==> src/rtl/cello_tt_pkg.sv <==
// Shared types and sizing helpers for the genetic-circuit truth-table cells.
package cello_tt_pkg;

   typedef enum logic [1:0] {
      IDLE,
      LOAD,
      COMMIT
   } cfg_state_t;

   function automatic int unsigned tt_width(input int unsigned n);
      return 32'd1 << n;
   endfunction

   // Counter width able to hold 0..max_val; never narrower than one bit.
   function automatic int unsigned cnt_width(input int unsigned max_val);
      return (max_val < 1) ? 1 : $clog2(max_val + 1);
   endfunction

endpackage

==> src/rtl/tt_logic_cell_if.sv <==
// Logic inputs, serial truth-table load channel and settled output of tt_logic_cell.
interface tt_logic_cell_if #(
   parameter int unsigned N_IN = 4
);
   logic [N_IN-1:0] in;
   logic            cfg_valid;
   logic            cfg_ready;
   logic            cfg_bit;
   logic            cfg_last;
   logic            cfg_err;
   logic            out;
   logic            out_valid;

   modport master (
      output in, cfg_valid, cfg_bit, cfg_last,
      input  cfg_ready, cfg_err, out, out_valid
   );

   modport slave (
      input  in, cfg_valid, cfg_bit, cfg_last,
      output cfg_ready, cfg_err, out, out_valid
   );
endinterface

==> src/rtl/settle_filter.sv <==
// Generic stability detector: holds the last sampled value and flags it stable
// once it has been unchanged for SETTLE cycles since the last change or restart.
module settle_filter
   import cello_tt_pkg::*;
#(
   parameter int unsigned WIDTH  = 4,
   parameter int unsigned SETTLE = 3
) (
   input  logic             clk,
   input  logic             rst_n,
   input  logic [WIDTH-1:0] d,
   input  logic             restart,
   output logic [WIDTH-1:0] held,
   output logic             stable
);

   localparam int unsigned      CW      = cnt_width(SETTLE);
   localparam logic [CW-1:0]    CNT_MAX = CW'(SETTLE);

   logic [CW-1:0] cnt;
   logic          changed;

   assign changed = (d != held);
   // A change or restart seen this edge wins over a count that has just saturated.
   assign stable  = !changed && !restart && (cnt == CNT_MAX);

   always_ff @(posedge clk or negedge rst_n) begin
      if (!rst_n) begin
         held <= '0;
         cnt  <= '0;
      end else if (changed) begin
         held <= d;
         cnt  <= '0;
      end else if (restart) begin
         cnt  <= '0;
      end else if (cnt != CNT_MAX) begin
         cnt  <= cnt + 1'b1;
      end
   end

endmodule

==> src/rtl/tt_logic_cell.sv <==
// Runtime-reprogrammable N-input truth-table gate with a settling filter on its inputs
// and a serial, LSB-first table loader that commits atomically.
module tt_logic_cell
   import cello_tt_pkg::*;
#(
   parameter int unsigned                  N_IN    = 4,
   parameter logic [tt_width(N_IN)-1:0]    TT_INIT = 16'h0304,
   parameter int unsigned                  SETTLE  = 3
) (
   input  logic            clk,
   input  logic            rst_n,
   tt_logic_cell_if.slave  bus
);

   localparam int unsigned     TW      = tt_width(N_IN);
   localparam logic [N_IN-1:0] IDX_MAX = '1;

   cfg_state_t      state;
   logic [TW-1:0]   active_tt;
   logic [TW-1:0]   shadow;
   logic [N_IN-1:0] idx;
   logic [N_IN-1:0] in_q;
   logic            stable;
   logic            accept;
   logic            commit;

   assign accept = bus.cfg_valid & bus.cfg_ready;
   assign commit = (state == COMMIT);

   settle_filter #(
      .WIDTH  (N_IN),
      .SETTLE (SETTLE)
   ) u_filter (
      .clk     (clk),
      .rst_n   (rst_n),
      .d       (bus.in),
      .restart (commit),
      .held    (in_q),
      .stable  (stable)
   );

   // out_valid tracks stable directly: any unsettled period began with a change or
   // commit edge, which already dropped it, so no separate clear term is needed.
   always_ff @(posedge clk or negedge rst_n) begin
      if (!rst_n) begin
         bus.out       <= 1'b0;
         bus.out_valid <= 1'b0;
      end else begin
         bus.out_valid <= stable;
         if (stable) begin
            bus.out <= active_tt[in_q];
         end
      end
   end

   always_ff @(posedge clk or negedge rst_n) begin
      if (!rst_n) begin
         state         <= IDLE;
         idx           <= '0;
         shadow        <= '0;
         active_tt     <= TT_INIT;
         bus.cfg_ready <= 1'b1;
         bus.cfg_err   <= 1'b0;
      end else begin
         case (state)
            IDLE, LOAD: begin
               if (accept) begin
                  if (bus.cfg_last && (idx == IDX_MAX)) begin
                     shadow[idx]   <= bus.cfg_bit;
                     state         <= COMMIT;
                     bus.cfg_ready <= 1'b0;
                  end else if (bus.cfg_last || (idx == IDX_MAX)) begin
                     // Framing error: drop the partial table, keep the active one.
                     bus.cfg_err <= 1'b1;
                     shadow      <= '0;
                     idx         <= '0;
                     state       <= IDLE;
                  end else begin
                     shadow[idx] <= bus.cfg_bit;
                     idx         <= idx + 1'b1;
                     state       <= LOAD;
                  end
               end
            end
            COMMIT: begin
               active_tt     <= shadow;
               shadow        <= '0;
               idx           <= '0;
               state         <= IDLE;
               bus.cfg_ready <= 1'b1;
            end
            default: begin
               state <= IDLE;
            end
         endcase
      end
   end

endmodule

==> src/flat_wrapper.sv <==
// flat-port wrapper written by rule: the top's interface ports become plain ports
module tt_logic_cell_flat import cello_tt_pkg::*;
#(
   parameter int unsigned                  N_IN    = 4,
   parameter logic [tt_width(N_IN)-1:0]    TT_INIT = 16'h0304,
   parameter int unsigned                  SETTLE  = 3
)
  (clk, rst_n, bus_in, bus_cfg_valid, bus_cfg_bit, bus_cfg_last, bus_cfg_ready, bus_cfg_err, bus_out, bus_out_valid);
  tt_logic_cell_if #(.N_IN(N_IN)) bus_i ();
  input  logic clk;
  input  logic rst_n;
  input wire logic [$bits(bus_i.in)-1:0] bus_in;
  input wire logic [$bits(bus_i.cfg_valid)-1:0] bus_cfg_valid;
  input wire logic [$bits(bus_i.cfg_bit)-1:0] bus_cfg_bit;
  input wire logic [$bits(bus_i.cfg_last)-1:0] bus_cfg_last;
  output wire logic [$bits(bus_i.cfg_ready)-1:0] bus_cfg_ready;
  output wire logic [$bits(bus_i.cfg_err)-1:0] bus_cfg_err;
  output wire logic [$bits(bus_i.out)-1:0] bus_out;
  output wire logic [$bits(bus_i.out_valid)-1:0] bus_out_valid;
  assign bus_i.in = bus_in;
  assign bus_i.cfg_valid = bus_cfg_valid;
  assign bus_i.cfg_bit = bus_cfg_bit;
  assign bus_i.cfg_last = bus_cfg_last;
  assign bus_cfg_ready = bus_i.cfg_ready;
  assign bus_cfg_err = bus_i.cfg_err;
  assign bus_out = bus_i.out;
  assign bus_out_valid = bus_i.out_valid;
  tt_logic_cell #(.N_IN(N_IN), .TT_INIT(TT_INIT), .SETTLE(SETTLE)) u_core (.clk(clk), .rst_n(rst_n), .bus(bus_i));
endmodule
==> config.mk <==
export PLATFORM = sky130hd
export DESIGN_NAME = tt_logic_cell_flat
export DESIGN_NICKNAME = d
export VERILOG_FILES = /design/src/rtl/cello_tt_pkg.sv /design/src/rtl/tt_logic_cell_if.sv /design/src/rtl/settle_filter.sv /design/src/rtl/tt_logic_cell.sv /design/src/flat_wrapper.sv
export SDC_FILE = /design/constraint.sdc
export NUM_CORES = 1
export LEC_CHECK = 0
export BUFFER_PORTS_ARGS = -buffer_cell sky130_fd_sc_hd__buf_2
export CAP_MARGIN = 0
export CORE_ASPECT_RATIO = 1.4
export CORE_UTILIZATION = 60
export DETAILED_ROUTE_END_ITERATION = 10
export PLACE_DENSITY = 0.86
export SYNTH_ARGS = -nofsm -noshare
export SYNTH_HDL_FRONTEND = slang
export SYNTH_HIERARCHICAL = 1
export SYNTH_SLANG_ARGS = --single-unit
==> constraint.sdc <==
create_clock -name clk -period 2.55 [get_ports clk]
set_input_delay 0.3825 -clock clk [delete_from_list [all_inputs] [get_ports clk]]
set_output_delay 0.3825 -clock clk [all_outputs]
set_load 0.05 [all_outputs]
* Word level (Yosys, flattened, before mapping)
Cells that the tools add are included. W data, S select, Z words.
Word-level totals: register bits after elaboration 48, output and inout bits 4, word-level logic and storage cells 64
Cells by class: add/subtract/negate cells 2, multiplexer cells 23, reduce and logical (&&, ||, !) cells 15, $lt $le $gt $ge 3, equality and inequality tests 9, bitwise gates (word level) 2
Operators by type and width (count):
- $mux W16 | 3
- $pmux W16 S2 | 1
- $bwmux W16 | 1
- $mux W2 | 6
- $mux W4 | 3
- $lt A4 B5 Y1 const B | 2
- $pmux W4 S2 | 1
- $reduce_and A3 Y1 | 2
- $mux W1 | 5
- $add A4 B1 Y4 const B | 1
- $bmux W1 S4 | 1
- $demux W1 S4 | 1
- $eq A2 B2 Y1 const B | 2
- $eq A4 B4 Y1 const B | 1
- $ge A4 B1 Y1 const B | 1
- $logic_and A1 B1 Y1 | 4
- $ne A2 B1 Y1 const B | 2
- $ne A2 B2 Y1 const B | 2
- $ne A4 B4 Y1 | 1
- $reduce_and A4 Y1 | 1
- $reduce_bool A3 Y1 | 1
- $add A2 B1 Y2 const B | 1
- $eq A2 B1 Y1 const B | 1
- $logic_not A1 Y1 | 2
- other kinds (8) | 8

* Longest topological paths before layout
Gate-level depths: netlist (run 1).
depth after elaboration 9, mapped depth 8, gate-level depth less buffers 5

* Hierarchy
The synthesis (run 1) kept the hierarchy.
By module, submodules not included:
- tt_logic_cell | area an instance 2190.9 µm², times used 1, sequential area each 1056.0 µm², cells an instance 216
- settle_filter | area an instance 261.5 µm², times used 1, sequential area each 150.1 µm², cells an instance 23

* Worst setup path before layout (run 1)
No wires, ideal clock.
kind flip-flop to flip-flop, from register u_core.state[1], to register u_core.bus.out, data arrival time 1.646 ns, stages on the path, launching flop included 7, library setup time 0.125 ns, buffers on the path 1, slack 0.779 ns, clock period less this slack 1.771 ns, cells stage by stage dfrtp_1 nand2b_1 inv_1 clkbuf_1 a211o_1 nor3_1 mux2_4
Between the ends: cells in the longest elaborated chain, start to end 4
Ends and longest elaborated chain:
- start: declaration | line tt_logic_cell.sv:18 | cfg_state_t state;
- start signal: assignment | line tt_logic_cell.sv:58 | state <= IDLE;
- start signal: assignment | line tt_logic_cell.sv:70 | state <= COMMIT;
- start signal: assignment | line tt_logic_cell.sv:77 | state <= IDLE;
- $eq A2 B2 Y1 | line tt_logic_cell.sv:28 | assign commit = (state == COMMIT);
- net u_core.commit | line tt_logic_cell.sv:25 | logic commit;
- $logic_not A1 Y1 | line settle_filter.sv:25 | assign stable = !changed && !restart && (cnt == CNT_MAX);
- $logic_and A1 B1 Y1 (2 in a row) | line settle_filter.sv:25
- net u_core.stable | line tt_logic_cell.sv:23 | logic stable;
- end signal: assignment | line tt_logic_cell.sv:51 | bus.out <= active_tt[in_q];
- end: declaration | line tt_logic_cell_if.sv:21 | output cfg_ready, cfg_err, out, out_valid
The timed path passes the listed nets, and every way through them passes these cells. A chain may end at the register's enable or synchronous reset.

* Final worst setup path (run 1)
from register u_core.idx[1], to register u_core.shadow[3]
Between the ends: cells in the longest elaborated chain, start to end 9, elaborated cells on any way between the ends 13, classes of those cells order compare: 2; eq/ne: 1; mux: 7; reduce/logical: 3
Ends and longest elaborated chain:
- start: declaration | line tt_logic_cell.sv:21 | logic [N_IN-1:0] idx;
- start signal: assignment | line tt_logic_cell.sv:80 | idx <= idx + 1'b1;
- $lt A4 B5 Y1 (not written as such) / $ge A4 B1 Y1 (equally long branches) | line tt_logic_cell.sv:69, tt_logic_cell.sv:79
- $logic_and A1 B1 Y1 (not written as such) | line tt_logic_cell.sv:69, tt_logic_cell.sv:79
- $mux W1 (not written as such) | line tt_logic_cell.sv:69, tt_logic_cell.sv:79
- $demux W1 S4
- $bwmux W16 | line tt_logic_cell.sv:69, tt_logic_cell.sv:79
- $mux W16 | line tt_logic_cell.sv:72 | end else if (bus.cfg_last || (idx == IDX_MAX)) begin
- $mux W16 * | line tt_logic_cell.sv:68 | if (bus.cfg_last && (idx == IDX_MAX)) begin
- $mux W16 * | line tt_logic_cell.sv:67 | if (accept) begin
- $pmux W16 S2 * | line tt_logic_cell.sv:65 | case (state)
- end signal: indexed assignment | line tt_logic_cell.sv:69 | shadow[idx] <= bus.cfg_bit;
- end signal: indexed assignment | line tt_logic_cell.sv:79 | shadow[idx] <= bus.cfg_bit;
- end: declaration | line tt_logic_cell.sv:20 | logic [TW-1:0] shadow;
Every way passes the cells marked *; elsewhere a longest branch is shown, timed or not. The select of a mux whose other input is x is not followed.

==> Implementation_results.wiki, run 1 <==
{| class="wikitable"
! Metric !! Value
|-
| TNS Setup || 0 ns
|-
| First drt pass iteration count || 4
|-
| Via count || 1,750
|-
| PD cells || 602 nW/µm²
|-
| Total of hold buffers inserted after clock tree synthesis || 0
|-
| Setup violation total in the final timing report || 0
|-
| Resized cells post-CTS || 0
|-
| Max frequency || 0.477 GHz
|-
| Fin util || 66.9%
|-
| # Max-Cap Violations || 0
|-
| Type of the worst min-delay path || in -> async
|-
| Cell at the root of the clock tree || sky130_fd_sc_hd__clkbuf_8
|-
| Number of rows created at floorplan || 27
|-
| Mapped Avg Cell Area || 10.3 µm²
|-
| Post-DP HPWL || 3390 µm
|-
| Outcome || finished, final reports clean
|-
| Maximum net fanout on the critical path || 14
|-
| Final layout net count || 261
|-
| Die width || 56.0 µm
|-
| Number of diodes || 0
|-
| Violation count after the first detailed-routing iteration || 76
|-
| Global-route total usage across every layer || 24.0%
|-
| Final hold viol count || 0
|-
| Clock transition at the register clock pins on the worst setup and hold paths after CTS || 0.09 ns
|-
| Count of pins on the block boundary || 13
|-
| Relative slew margins || 53.1%
|-
| Synthesized flop and latch total || 48
|-
| Number of antenna violations at the first check in global routing || 0
|-
| Post-DR wirelength/cell || 16.4 µm
|-
| Chain of cells forming the critical path || ha_1 -> and3_1 -> xnor2_4 -> a21oi_4 -> o21ai_0
|-
| Port buffer count || 12
|-
| Count of filler cells inserted in the layout || 305
|-
| Library cell with the largest summed area after synthesis || sky130_fd_sc_hd__dfrtp_1
|-
| Least-Margin Pin Slew || 0.697 ns
|-
| Number of buffers inserted during clock tree synthesis || 5
|-
| VDD IR max || 0.472 mV
|-
| Chip Height || 77.6 µm
|-
| Fraction of post-synthesis cell area in the top cell type by area || 44.9%
|-
| Cell area after technology mapping || 2450 µm²
|-
| Clock skew || 0.00667 ns
|-
| Highest-delay cell along the critical path || sky130_fd_sc_hd__dfrtp_1
|-
| Portion of the clock cycle consumed by the worst path in the final layout || 82.3%
|-
| Sort of element at the end of the critical path || flop
|-
| Synth top area cells || sky130_fd_sc_hd__dfrtp_1 45%, sky130_fd_sc_hd__nand2_1 9.3%, sky130_fd_sc_hd__dfstp_2 4.3%, sky130_fd_sc_hd__mux4_1 4.3%, sky130_fd_sc_hd__ha_1 4.1%
|-
| # Post-CTS Setup Buffers || 0
|-
| Net Count, Synth || 256
|-
| Area of the core || 3920 µm²
|-
| Share of final-layout standard cells stronger than drive strength 1 || 16.3%
|-
| Post-Synthesis Cells || 239
|-
| Minimum period implied by the final worst setup slack || 2.10 ns
|-
| Post-synthesis sequential area ratio || 49.2%
|-
| Starting density of the core || 62.6%
|-
| CTS H-tree depth || 2
|-
| Sink count of the clock tree || 48
|-
| TritonCTS clock tree || yes
|-
| Count of cell types in the netlist || 43
|-
| Later-pin clock latency in the skew report || 0.30 ns
|-
| DR DRC count || 0
|-
| GR Overflow Total || 0
|-
| Start-to-end type of the worst setup path || reg -> reg
|-
| RSZ-0062 raised after global routing || false
|-
| Largest net degree at the start of global routing || 49
|-
| Via density per instance || 6.08
|-
| Placer Congestion || 0.823
|-
| Die Area || 4350 µm²
|-
| Layout-stage area growth over the synthesis result || 6.89%
|-
| Overall routed net length || 4720 µm
|-
| Slowest Stage Delay on Critical Path || 0.45 ns
|-
| Number of nets with antenna violations after routing || 0
|-
| Bufs on Longest Clock Path || 2
|-
| Data arrival time of the critical path || 2.27 ns
|-
| Number of synthesis warnings || 6
|-
| Number of global-route vias before repair || 1,775
|-
| Leakage || 1.26 nW
|-
| Startpoint type of the worst setup path || flop
|-
| Required time at the worst-slack endpoint || 2.72 ns
|-
| Global-route wire length before repair || 8250 µm
|-
| Fin. max-slew vios || 0
|}
==> per-stage QoR <==
| stage | power [mW] | hold WS (ns) | instance area (µm²) | worst slack (ns) | cells |
|---|---|---|---|---|---|
| 3_5_place_dp | 0.951 | 0.447 | 2490 | 0.526 | 280 |
| 3_3_place_gp | 0.945 | 0.442 | 2490 | 0.582 | 280 |
| 2_1_floorplan | 0.904 | 0.0869 | 2450 | 0.779 | 239 |
| 6_report | 1.58 | 0.166 | 2620 | 0.452 | 288 |
| 4_1_cts | 1.59 | 0.190 | 2620 | 0.499 | 288 |
| 5_1_grt | 1.63 | 0.200 | 2620 | 0.285 | 288 |
==> layout make-up <==
| class | count | area (µm²) | share of cell area, % |
|---|---|---|---|
| Inverter | 7 | 26.3 | 1.00 |
| Multi-Input combinational cell | 167 | 1120 | 42.7 |
| Clock buffer | 6 | 72.6 | 2.77 |
| Clock inverter | 2 | 60.1 | 2.29 |
| Tap cell | 43 | 53.8 | 2.05 |
| Timing Repair Buffer | 15 | 82.6 | 3.15 |
| Sequential cell | 48 | 1210 | 46.0 |
==> power breakdown <==
part	switching (mW)	internal (mW)
clock	0.248	0.392
sequential	0.0209	0.776
combinational	0.0940	0.0477
==> worst paths after layout <==
kind | start | end | slack [ns] | depth (start not counted)
hold / removal | rst_n | u_core/u_filter/held[2] | 0.17 | 2
setup / recovery | u_core/idx[1] | u_core/shadow[3] | 0.45 | 5
setup reg to reg | u_core/idx[1] | u_core/shadow[3] | 0.45 | 5
max in group asynchronous | rst_n | u_core/idx[0] | 1.98 | 2
min in group clk | bus_in[1] | u_core/u_filter/held[1] | 0.20 | 1
hold reg to reg | u_core/active_tt[9] | u_core/active_tt[9] | 0.46 | 2
==> registers in the layout (all words and copies together) (netlist names) <==
| name | cells |
|---|---|
| u_core/active_tt | 16 |
| u_core/bus.cfg_err | 1 |
| u_core/bus.cfg_ready | 1 |
| u_core/bus.out | 1 |
| u_core/bus.out_valid | 1 |
| u_core/idx | 4 |
| u_core/shadow | 16 |
| u_core/state | 2 |
| u_core/u_filter/cnt | 2 |
| u_core/u_filter/held | 4 |
==> cell usage after synthesis, drive strengths merged <==
cell / count
nand2b: 1
a21bo: 7
nor2b: 1
a211o: 1
o22ai: 2
a21oi: 3
and2: 1
inv: 7
xnor2: 3
mux2: 1
nor4: 1
nor2: 5
buf: 10
dfstp: 4
nand3b: 1
a31oi: 1
mux4: 4
o21ai: 21
a21o: 2
o2bb2ai: 3
xor2: 3
mux2i: 4
and3: 1
nand3: 7
o211ai: 1
dfrtp: 44
o41ai: 1
nand2: 61
a22o: 2
a211oi: 2
and3b: 1
nor3: 5
nand4: 12
clkbuf: 7
a21boi: 1
ha: 8
==> kinds of logic (layout without fill, tap and decap cells) <==
kind of cell	Yosys count	after routing	synth area share [%]
flip-flops	48	48	49.2
AO/OA/AOI/OAI	47	47	13.5
adder cells (fa/ha/maj)	8	8	4.08
buffers and inverters	24	30	5.15
AND/OR/NAND/NOR	97	97	18.6
XOR/XNOR	6	6	2.91
multiplexers	9	9	6.53
==> cell usage in the layout, fill, tap and decap left out, drive strengths merged <==
master / instances
a22o: 2
o41ai: 1
a21o: 2
ha: 8
and3b: 1
xor2: 3
a211o: 1
a211oi: 2
o22ai: 2
a21boi: 1
nand3b: 1
inv: 7
o21ai: 21
xnor2: 3
o211ai: 1
a31oi: 1
nand3: 7
bufinv: 2
a21oi: 3
mux2i: 4
nand2: 61
dfstp: 4
dfrtp: 44
and3: 1
nand4: 12
nand2b: 1
a21bo: 7
nor3: 5
nor2: 5
nor2b: 1
o2bb2ai: 3
mux2: 1
and2: 1
nor4: 1
clkbuf: 6
buf: 15
mux4: 4
==> routing by layer <==
layer	vias up	track usage, %	part of all wire, %	routed length [µm]
met3	11	3.83	3.7	175
li1	831	-	-	-
met5	-	0	0	0
met1	863	28.1	40	1910
met4	0	8.78	2.6	121
met2	45	43.8	53	2510
==> worst max-delay path, delay by kind of cell, from the launching register on <==
family	cells	cell delay [ns]
AOI/OAI and AO/OA	2	0.55
xor gates and xnor gates	1	0.20
and+or+nand+nor	1	0.40
DFF	1	0.45
adders and majority gates	1	0.37
Note: power is estimated with default switching activity, not from simulation.
==> run 2: changes to the inputs <==
clock period = 2.1 ns   (was 2.55 ns; I/O delays follow)
==> run 2 against run 1 <==
Compared with the run above:
- clock skew is 0.0026 ns higher
- routed wire length is 5.8% higher
- hold slack got worse by 0.16 ns
- highest routed layer unchanged
- critical path type unchanged
- final area rose by 0.72%
==> Implementation_results.wiki, run 2 (same netlist as run 1, synthesis figures left out) <==
{| class="wikitable"
! Metric !! Value
|-
| PD cells || 698 nW/µm² (+16%)
|-
| Count of pins on the block boundary || 13 (unchanged)
|-
| Portion of the clock cycle consumed by the worst path in the final layout || 90.8% (+8.6 points)
|-
| Sequential cell fraction of total power || 52.4% (+1.9 points)
|-
| Layout-stage area growth over the synthesis result || 7.65%
|-
| Global-route wire length before repair || 8510 µm (+3.3%)
|-
| Largest net degree at the start of global routing || 28 (-43%)
|-
| GR Overflow Total || 0 (unchanged)
|-
| Switching portion of total power || 24.3% (+1.3 points)
|-
| Outcome || finished, final reports clean
|-
| Chain of cells forming the critical path || ha_1 -> and3_1 -> xnor2_4 -> a21oi_4 -> o21ai_0
|-
| Number of global-route vias before repair || 1,834 (+3.3%)
|-
| Minimum period implied by the final worst setup slack || 1.91 ns (-0.191 ns)
|-
| CTS H-tree depth || 2 (unchanged)
|-
| Via density per instance || 6.09 (+0.21%)
|-
| TritonCTS clock tree || yes
|-
| Clock skew || 0.00928 ns (+0.00261 ns)
|-
| Via count || 1,778 (+1.6%)
|-
| Leading cell types in the layout, fill and taps excluded || 61 x sky130_fd_sc_hd__nand2_1, 44 x sky130_fd_sc_hd__dfrtp_1, 12 x sky130_fd_sc_hd__buf_2, 12 x sky130_fd_sc_hd__o21ai_0, 12 x sky130_fd_sc_hd__nand4_1
|-
| Final hold viol count || 0 (unchanged)
|-
| Sink count of the clock tree || 48 (unchanged)
|-
| Setup violation total in the final timing report || 0 (unchanged)
|-
| Area of the core || 3920 µm² (unchanged)
|-
| Least-Margin Pin Slew || 0.697 ns (+0.0000303 ns)
|-
| # Max-Cap Violations || 0 (unchanged)
|-
| Global-route total usage across every layer || 25.6% (+1.5 points)
|-
| Type of the worst min-delay path || in -> async
|-
| Fin. max-slew vios || 0 (unchanged)
|-
| Die Area || 4350 µm² (unchanged)
|-
| Most common cell after layout, fill and taps aside || sky130_fd_sc_hd__nand2_1
|-
| RSZ-0062 raised after global routing || false
|-
| DR DRC count || 0 (unchanged)
|-
| Chip Height || 77.6 µm (unchanged)
|-
| Die width || 56.0 µm (unchanged)
|-
| Sort of element at the end of the critical path || flop
|-
| Reported net switching power || 0.448 mW (+23%)
|-
| Post-DP HPWL || 3600 µm (+6.3%)
|-
| Top flop regs || u_core/active_tt: 16 flops, u_core/shadow: 16 flops
|-
| Highest-delay cell along the critical path || sky130_fd_sc_hd__dfrtp_1
|-
| Internal power || 1.39 mW (+15%)
|-
| Violation count after the first detailed-routing iteration || 128 (+68%)
|-
| Leakage || 1.28 nW (+1.3%)
|-
| Reg-to-reg setup timing slack || 0.19 ns (-0.26 ns)
|-
| Share of power burned in the clock network || 37.8% (-2.7 points)
|-
| Share of final-layout standard cells stronger than drive strength 1 || 18.1% (+1.7 points)
|-
| Starting density of the core || 62.6% (unchanged)
|-
| Relative slew margins || 53.1% (about the same)
|-
| Number of rows created at floorplan || 27 (unchanged)
|-
| Final total power || 1.84 mW (+17%)
|-
| Start-to-end type of the worst setup path || reg -> reg
|-
| Resized cells post-CTS || 0 (unchanged)
|-
| VDD IR max || 0.572 mV (+21%)
|-
| Required time at the worst-slack endpoint || 2.26 ns (-0.46 ns)
|-
| Final layout net count || 265 (+1.5%)
|-
| Placer Congestion || 0.823 (+0.11%)
|-
| Number of antenna violations at the first check in global routing || 0 (unchanged)
|-
| Port buffer count || 12 (unchanged)
|-
| First drt pass iteration count || 4 (unchanged)
|-
| Slowest Stage Delay on Critical Path || 0.45 ns (about the same)
|-
| Later-pin clock latency in the skew report || 0.30 ns (about the same)
|-
| Cell at the root of the clock tree || sky130_fd_sc_hd__clkbuf_8
|-
| Worst setup slack after placement || 0.241 ns (-0.284 ns)
|-
| Max frequency || 0.524 GHz (+10%)
|-
| Clock transition at the register clock pins on the worst setup and hold paths after CTS || 0.09 ns (about the same)
|-
| Data arrival time of the critical path || 2.07 ns (-0.20 ns)
|-
| Startpoint type of the worst setup path || flop
|-
| Post-DR wirelength/cell || 17.1 µm (+4.4%)
|-
| # Post-CTS Setup Buffers || 0 (unchanged)
|-
| Combinational fraction of design power || 9.8% (+0.8 points)
|-
| TNS Setup || 0 ns (unchanged)
|-
| Total of hold buffers inserted after clock tree synthesis || 0 (unchanged)
|-
| Bufs on Longest Clock Path || 2 (unchanged)
|-
| Number of diodes || 0 (unchanged)
|-
| Overall routed net length || 5000 µm (+5.8%)
|-
| Number of nets with antenna violations after routing || 0 (unchanged)
|-
| Number of buffers inserted during clock tree synthesis || 5 (unchanged)
|-
| Maximum net fanout on the critical path || 14 (unchanged)
|-
| Final worst setup slack || 0.193 ns (-0.259 ns)
|}
run 2: final timing paths:
check                              startpoint                       to  cells past startpoint
max                             u_core/idx[0]         u_core/shadow[3]                      5
min                                     rst_n     u_core/active_tt[15]                      1
max reg2reg                     u_core/idx[0]         u_core/shadow[3]                      5
min reg2reg                u_core/bus.cfg_err       u_core/bus.cfg_err                      1
max in group asynchronous               rst_n         u_core/shadow[1]                      2
min in group clk                    bus_in[1]  u_core/u_filter/held[1]                      1
run 2: per-layer routing:
| layer | share of wire (%) | global-route usage (%) | wire [µm] |
|---|---|---|---|
| met1 | 37 | 27.5 | 1870 |
| met2 | 57 | 48.1 | 2840 |
| met3 | 3.0 | 3.67 | 150 |
| met4 | 2.6 | 12.0 | 131 |
| met5 | 0 | 0 | 0 |
run 2: critical path, delay by kind of cell (launching register included):
kind,cells,cell delay (ns)
flip-flops,1,0.45
AND/OR/NAND/NOR,1,0.28
AO/OA/AOI/OAI,2,0.55
adder cells (fa/ha/maj),1,0.24
XOR/XNOR,1,0.25
run 2: power groups by stage:
stage / sequential [mW] / combinational (mW) / clock [mW]
floorplan: 0.976 / 0.121 / 0
global placement: 0.981 / 0.173 / 0
detailed placement: 0.982 / 0.177 / 0
CTS: 0.965 / 0.180 / 0.702
global route: 0.967 / 0.198 / 0.741
finish: 0.965 / 0.180 / 0.697
run 2: cell type report:
cell class,instances,area (µm²)
clock inverters,2,38.8
flip-flops and latches,48,1210
multi-input cells,167,1120
inverters,7,26.3
repair buffers,19,113
well taps,43,53.8
fillers,280,1280
clock buffers,6,82.6
run 2: stage by stage:
stage / hold WS, ns / cell area, µm² / util (%) / cells
finish: 0.00268 / 2640 / 67.4 / 292
global route: 0.0427 / 2640 / 67.4 / 292
CTS: 0.0277 / 2640 / 67.4 / 292
detailed placement: 0.352 / 2520 / 64.3 / 284
global placement: 0.346 / 2520 / 64.3 / 284
floorplan: 0.0194 / 2450 / - / 239
==> run 3: changes to the inputs <==
PLACE_DENSITY = 0.87   (was 0.86)
REMOVE_ABC_BUFFERS = 1   (was not set)
SYNTH_HIERARCHICAL = not set   (was 1)
==> run 3 against run 2 <==
Compared with the run above:
- synthesized cell count shrank 4.2%
- sequential power is essentially flat
- register-to-register slack gained 0.03 ns
- critical path type unchanged
- first-iteration DRC count shrank 60%
- final area shrank 2.4%
==> Implementation_results.wiki, run 3 <==
{| class="wikitable"
! Metric !! Value
|-
| Outcome || finished, final reports clean
|-
| Post-Synthesis Cells || 229 (-4.2%)
|-
| Via count || 1,709 (-3.9%)
|-
| Mapped Avg Cell Area || 10.3 µm² (+0.64%)
|-
| Clock skew || 0.00772 ns (-0.00157 ns)
|-
| Top flop regs || u_core.active_tt: 16 flops, u_core.shadow: 16 flops
|-
| Async SR Flop Fraction || 100% (unchanged)
|-
| Combinational fraction of design power || 9.2% (-0.6 points)
|-
| Count of filler cells inserted in the layout || 272 (-2.9%)
|-
| Minimum period implied by the final worst setup slack || 1.88 ns (-0.0276 ns)
|-
| Synthesized flop and latch total || 48 (unchanged)
|-
| Most frequent cells after synthesis || 54 x sky130_fd_sc_hd__nand2_1, 44 x sky130_fd_sc_hd__dfrtp_1, 18 x sky130_fd_sc_hd__o21ai_0, 11 x sky130_fd_sc_hd__o22ai_2
|-
| Internal power || 1.36 mW (-2.5%)
|-
| Later-pin clock latency in the skew report || 0.30 ns (about the same)
|-
| Number of synthesis warnings || 0 (-6)
|-
| Violation count after the first detailed-routing iteration || 51 (-60%)
|-
| Setup violation total in the final timing report || 0 (unchanged)
|-
| DR DRC count || 0 (unchanged)
|-
| Count of placed standard cells including taps || 276 (-2.8%)
|-
| Portion of the clock cycle consumed by the worst path in the final layout || 89.5% (-1.3 points)
|-
| # Max-Cap Violations || 0 (unchanged)
|-
| Compound-gate portion of the synthesized area || 16.8% (+3.3 points)
|-
| Port buffer count || 12 (unchanged)
|-
| Total of hold buffers inserted after clock tree synthesis || 1 (+1)
|-
| PD cells || 689 nW/µm² (-1.2%)
|-
| Die Area || 4200 µm² (-3.5%)
|-
| Placer Congestion || 0.865 (+5.0%)
|-
| Via density per instance || 6.00 (-1.5%)
|-
| TNS Setup || 0 ns (unchanged)
|-
| Fin. max-slew vios || 0 (unchanged)
|-
| Fraction of synthesized area in multiplexers || 4.76% (-1.8 points)
|-
| Maximum net fanout on the critical path || 15 (+1)
|-
| Required time at the worst-slack endpoint || 2.32 ns (+0.06 ns)
|-
| Number of nets with antenna violations after routing || 0 (unchanged)
|-
| VDD IR max || 0.569 mV (-0.58%)
|-
| Most common cell after layout, fill and taps aside || sky130_fd_sc_hd__nand2_1
|-
| Post-Synth Adder-Cell Area || 3.17% (-0.91 points)
|-
| Final standard cell count with taps included and fillers excluded || 285 (-2.4%)
|-
| Cell at the root of the clock tree || sky130_fd_sc_hd__clkbuf_8
|-
| First drt pass iteration count || 4 (unchanged)
|-
| Resized cells post-CTS || 0 (unchanged)
|-
| Reported net switching power || 0.417 mW (-6.9%)
|-
| Post-DP HPWL || 3350 µm (-7.0%)
|-
| Leading cell type by number of instances after synthesis || sky130_fd_sc_hd__nand2_1
|-
| Count of cell types in the netlist || 40 (-7.0%)
|-
| TritonCTS clock tree || yes
|-
| Bufs on Longest Clock Path || 2 (unchanged)
|-
| Area of the core || 3710 µm² (-5.4%)
|-
| Startpoint type of the worst setup path || flop
|-
| Final layout net count || 257 (-3.0%)
|-
| Layout-stage area growth over the synthesis result || 8.94%
|-
| Final total power || 1.78 mW (-3.6%)
|-
| Sink count of the clock tree || 48 (unchanged)
|-
| Number of global-route vias before repair || 1,734 (-5.5%)
|-
| Overall routed net length || 4540 µm (-9.2%)
|-
| # Post-CTS Setup Buffers || 0 (unchanged)
|-
| Number of antenna violations at the first check in global routing || 0 (unchanged)
|-
| Post-DR wirelength/cell || 15.9 µm (-7.0%)
|-
| Post-Synth XOR/XNOR Area || 3.02% (+0.11 points)
|-
| Worst setup slack after placement || 0.248 ns (+0.00699 ns)
|-
| Number of enable-type register cells in the synthesized netlist || 0 (unchanged)
|-
| Chip Height || 76.3 µm (-1.8%)
|-
| Final hold viol count || 0 (unchanged)
|-
| Sort of element at the end of the critical path || flop
|-
| Count of pins on the block boundary || 13 (unchanged)
|-
| Max frequency || 0.532 GHz (+1.5%)
|-
| Global-route wire length before repair || 7550 µm (-11%)
|-
| Final worst setup slack || 0.220 ns (+0.0276 ns)
|-
| Library cell with the largest summed area after synthesis || sky130_fd_sc_hd__dfrtp_1
|-
| Number of buffers inserted during clock tree synthesis || 5 (unchanged)
|-
| CTS H-tree depth || 2 (unchanged)
|-
| Post-place instance area || 2460 µm² (-2.3%)
|-
| Relative slew margins || 59.9% (+6.8 points)
|-
| Starting density of the core || 63.8% (+1.2 points)
|-
| Clock transition at the register clock pins on the worst setup and hold paths after CTS || 0.08 ns (about the same)
|-
| Area of all placed cells without fillers || 2580 µm² (-2.4%)
|-
| Largest net degree at the start of global routing || 25 (-11%)
|-
| Combinational family with the most area after synthesis || compound AO/OA/AOI/OAI gates
|-
| Simple-gate portion of the synthesized area || 16.7% (-2.0 points)
|-
| Cell area after technology mapping || 2360 µm² (-3.6%)
|-
| Least-Margin Pin Slew || 0.601 ns (-0.0962 ns)
|-
| Primary FF master, synth || sky130_fd_sc_hd__dfrtp_1
|-
| Share of power burned in the clock network || 36.6% (-1.2 points)
|-
| Type of the worst min-delay path || in -> reg
|-
| Fin util || 69.5% (+2.1 points)
|-
| Synth top area cells || sky130_fd_sc_hd__dfrtp_1 47%, sky130_fd_sc_hd__nand2_1 8.6%, sky130_fd_sc_hd__o22ai_2 5.8%, sky130_fd_sc_hd__dfstp_2 4.4%, sky130_fd_sc_hd__o21ai_0 3.8%
|-
| Die width || 55.1 µm (-1.7%)
|-
| Start-to-end type of the worst setup path || reg -> reg
|-
| GR Overflow Total || 0 (unchanged)
|-
| Number of diodes || 0 (unchanged)
|-
| Leading cell types in the layout, fill and taps excluded || 54 x sky130_fd_sc_hd__nand2_1, 44 x sky130_fd_sc_hd__dfrtp_1, 18 x sky130_fd_sc_hd__o21ai_0
|-
| Number of rows created at floorplan || 26 (-3.7%)
|-
| Fraction of post-synthesis cell area in the top cell type by area || 46.6% (+1.7 points)
|-
| Global-route total usage across every layer || 24.9% (-0.66 points)
|-
| Share of final-layout standard cells stronger than drive strength 1 || 22.2% (+4.1 points)
|-
| Worst hold slack || 0.135 ns (+0.132 ns)
|-
| Leakage || 1.18 nW (-8.1%)
|-
| RSZ-0062 raised after global routing || false
|-
| Switching portion of total power || 23.5% (-0.84 points)
|-
| Sequential cell fraction of total power || 54.3% (+1.9 points)
|-
| Data arrival time of the critical path || 2.10 ns (+0.03 ns)
|-
| Post-synthesis sequential area ratio || 51.0% (+1.8 points)
|}
## run 3: cell types whose count changed after synthesis, moves of 3 or more
| cell | delta |
|---|---|
| sky130_fd_sc_hd__a31oi_1 | +5 |
| sky130_fd_sc_hd__nand3b_1 | +3 |
| sky130_fd_sc_hd__o22ai_1 | +5 |
| sky130_fd_sc_hd__o22ai_2 | +11 |
| sky130_fd_sc_hd__mux4_1 | -4 |
| sky130_fd_sc_hd__nand4_1 | -11 |
| sky130_fd_sc_hd__nand2_1 | -7 |
| sky130_fd_sc_hd__a21bo_2 | -7 |
| sky130_fd_sc_hd__o21ai_0 | +6 |
| sky130_fd_sc_hd__nor3_1 | -3 |
| sky130_fd_sc_hd__o21ai_1 | -5 |
## run 3: final timing paths
check / from / end / slack (ns) / cells past startpoint
max: u_core.idx[0] / u_core.shadow[4] / 0.22 / 5
min reg2reg: u_core.active_tt[9] / u_core.active_tt[9] / 0.46 / 2
min: bus_in[2] / u_core.u_filter.held[2] / 0.13 / 1
max reg2reg: u_core.idx[0] / u_core.shadow[4] / 0.22 / 5
max in group asynchronous: rst_n / u_core.active_tt[9] / 0.94 / 3
min in group asynchronous: rst_n / u_core.active_tt[10] / 0.51 / 2
## run 3: power by group through the flow
stage	combinational, mW	sequential [mW]	clock [mW]
3_3_place_gp	0.152	0.981	0
3_5_place_dp	0.160	0.983	0
2_1_floorplan	0.0975	0.979	0
5_1_grt	0.181	0.968	0.692
4_1_cts	0.164	0.965	0.653
6_report	0.163	0.964	0.649
## run 3: area by class of cell
class	instances	area (µm²)	share of cell area, %
Sequential cell	48	1210	46.8
Inverter	8	30.0	1.17
Tap cell	42	52.6	2.04
Multi-Input combinational cell	158	1050	40.8
Timing Repair Buffer	21	130	5.05
Clock inverter	1	30.0	1.17
Clock buffer	7	76.3	2.96
## run 3: cells by family after synthesis
kind of cell / after synthesis
multiplexers: 8
adder cells (fa/ha/maj): 6
XOR/XNOR: 6
buffers and inverters: 23
AND/OR/NAND/NOR: 85
flip-flops: 48
AO/OA/AOI/OAI: 53
## run 3: layer usage
| layer | GRT usage [%] | up-vias | part of all wire, % |
|---|---|---|---|
| li1 | - | 814 | - |
| met1 | 26.7 | 836 | 39 |
| met2 | 44.6 | 48 | 55 |
| met3 | 5.59 | 11 | 3.7 |
| met4 | 9.00 | 0 | 1.9 |
| met5 | 0 | - | 0 |
## run 3: critical path, cell delays in order (launching register included)
cell,delay [ns]
sky130_fd_sc_hd__dfrtp_1,0.44
sky130_fd_sc_hd__ha_1,0.31
sky130_fd_sc_hd__nand3_1,0.20
sky130_fd_sc_hd__xor2_4,0.35
sky130_fd_sc_hd__nand3_4,0.25
sky130_fd_sc_hd__o22ai_1,0.25
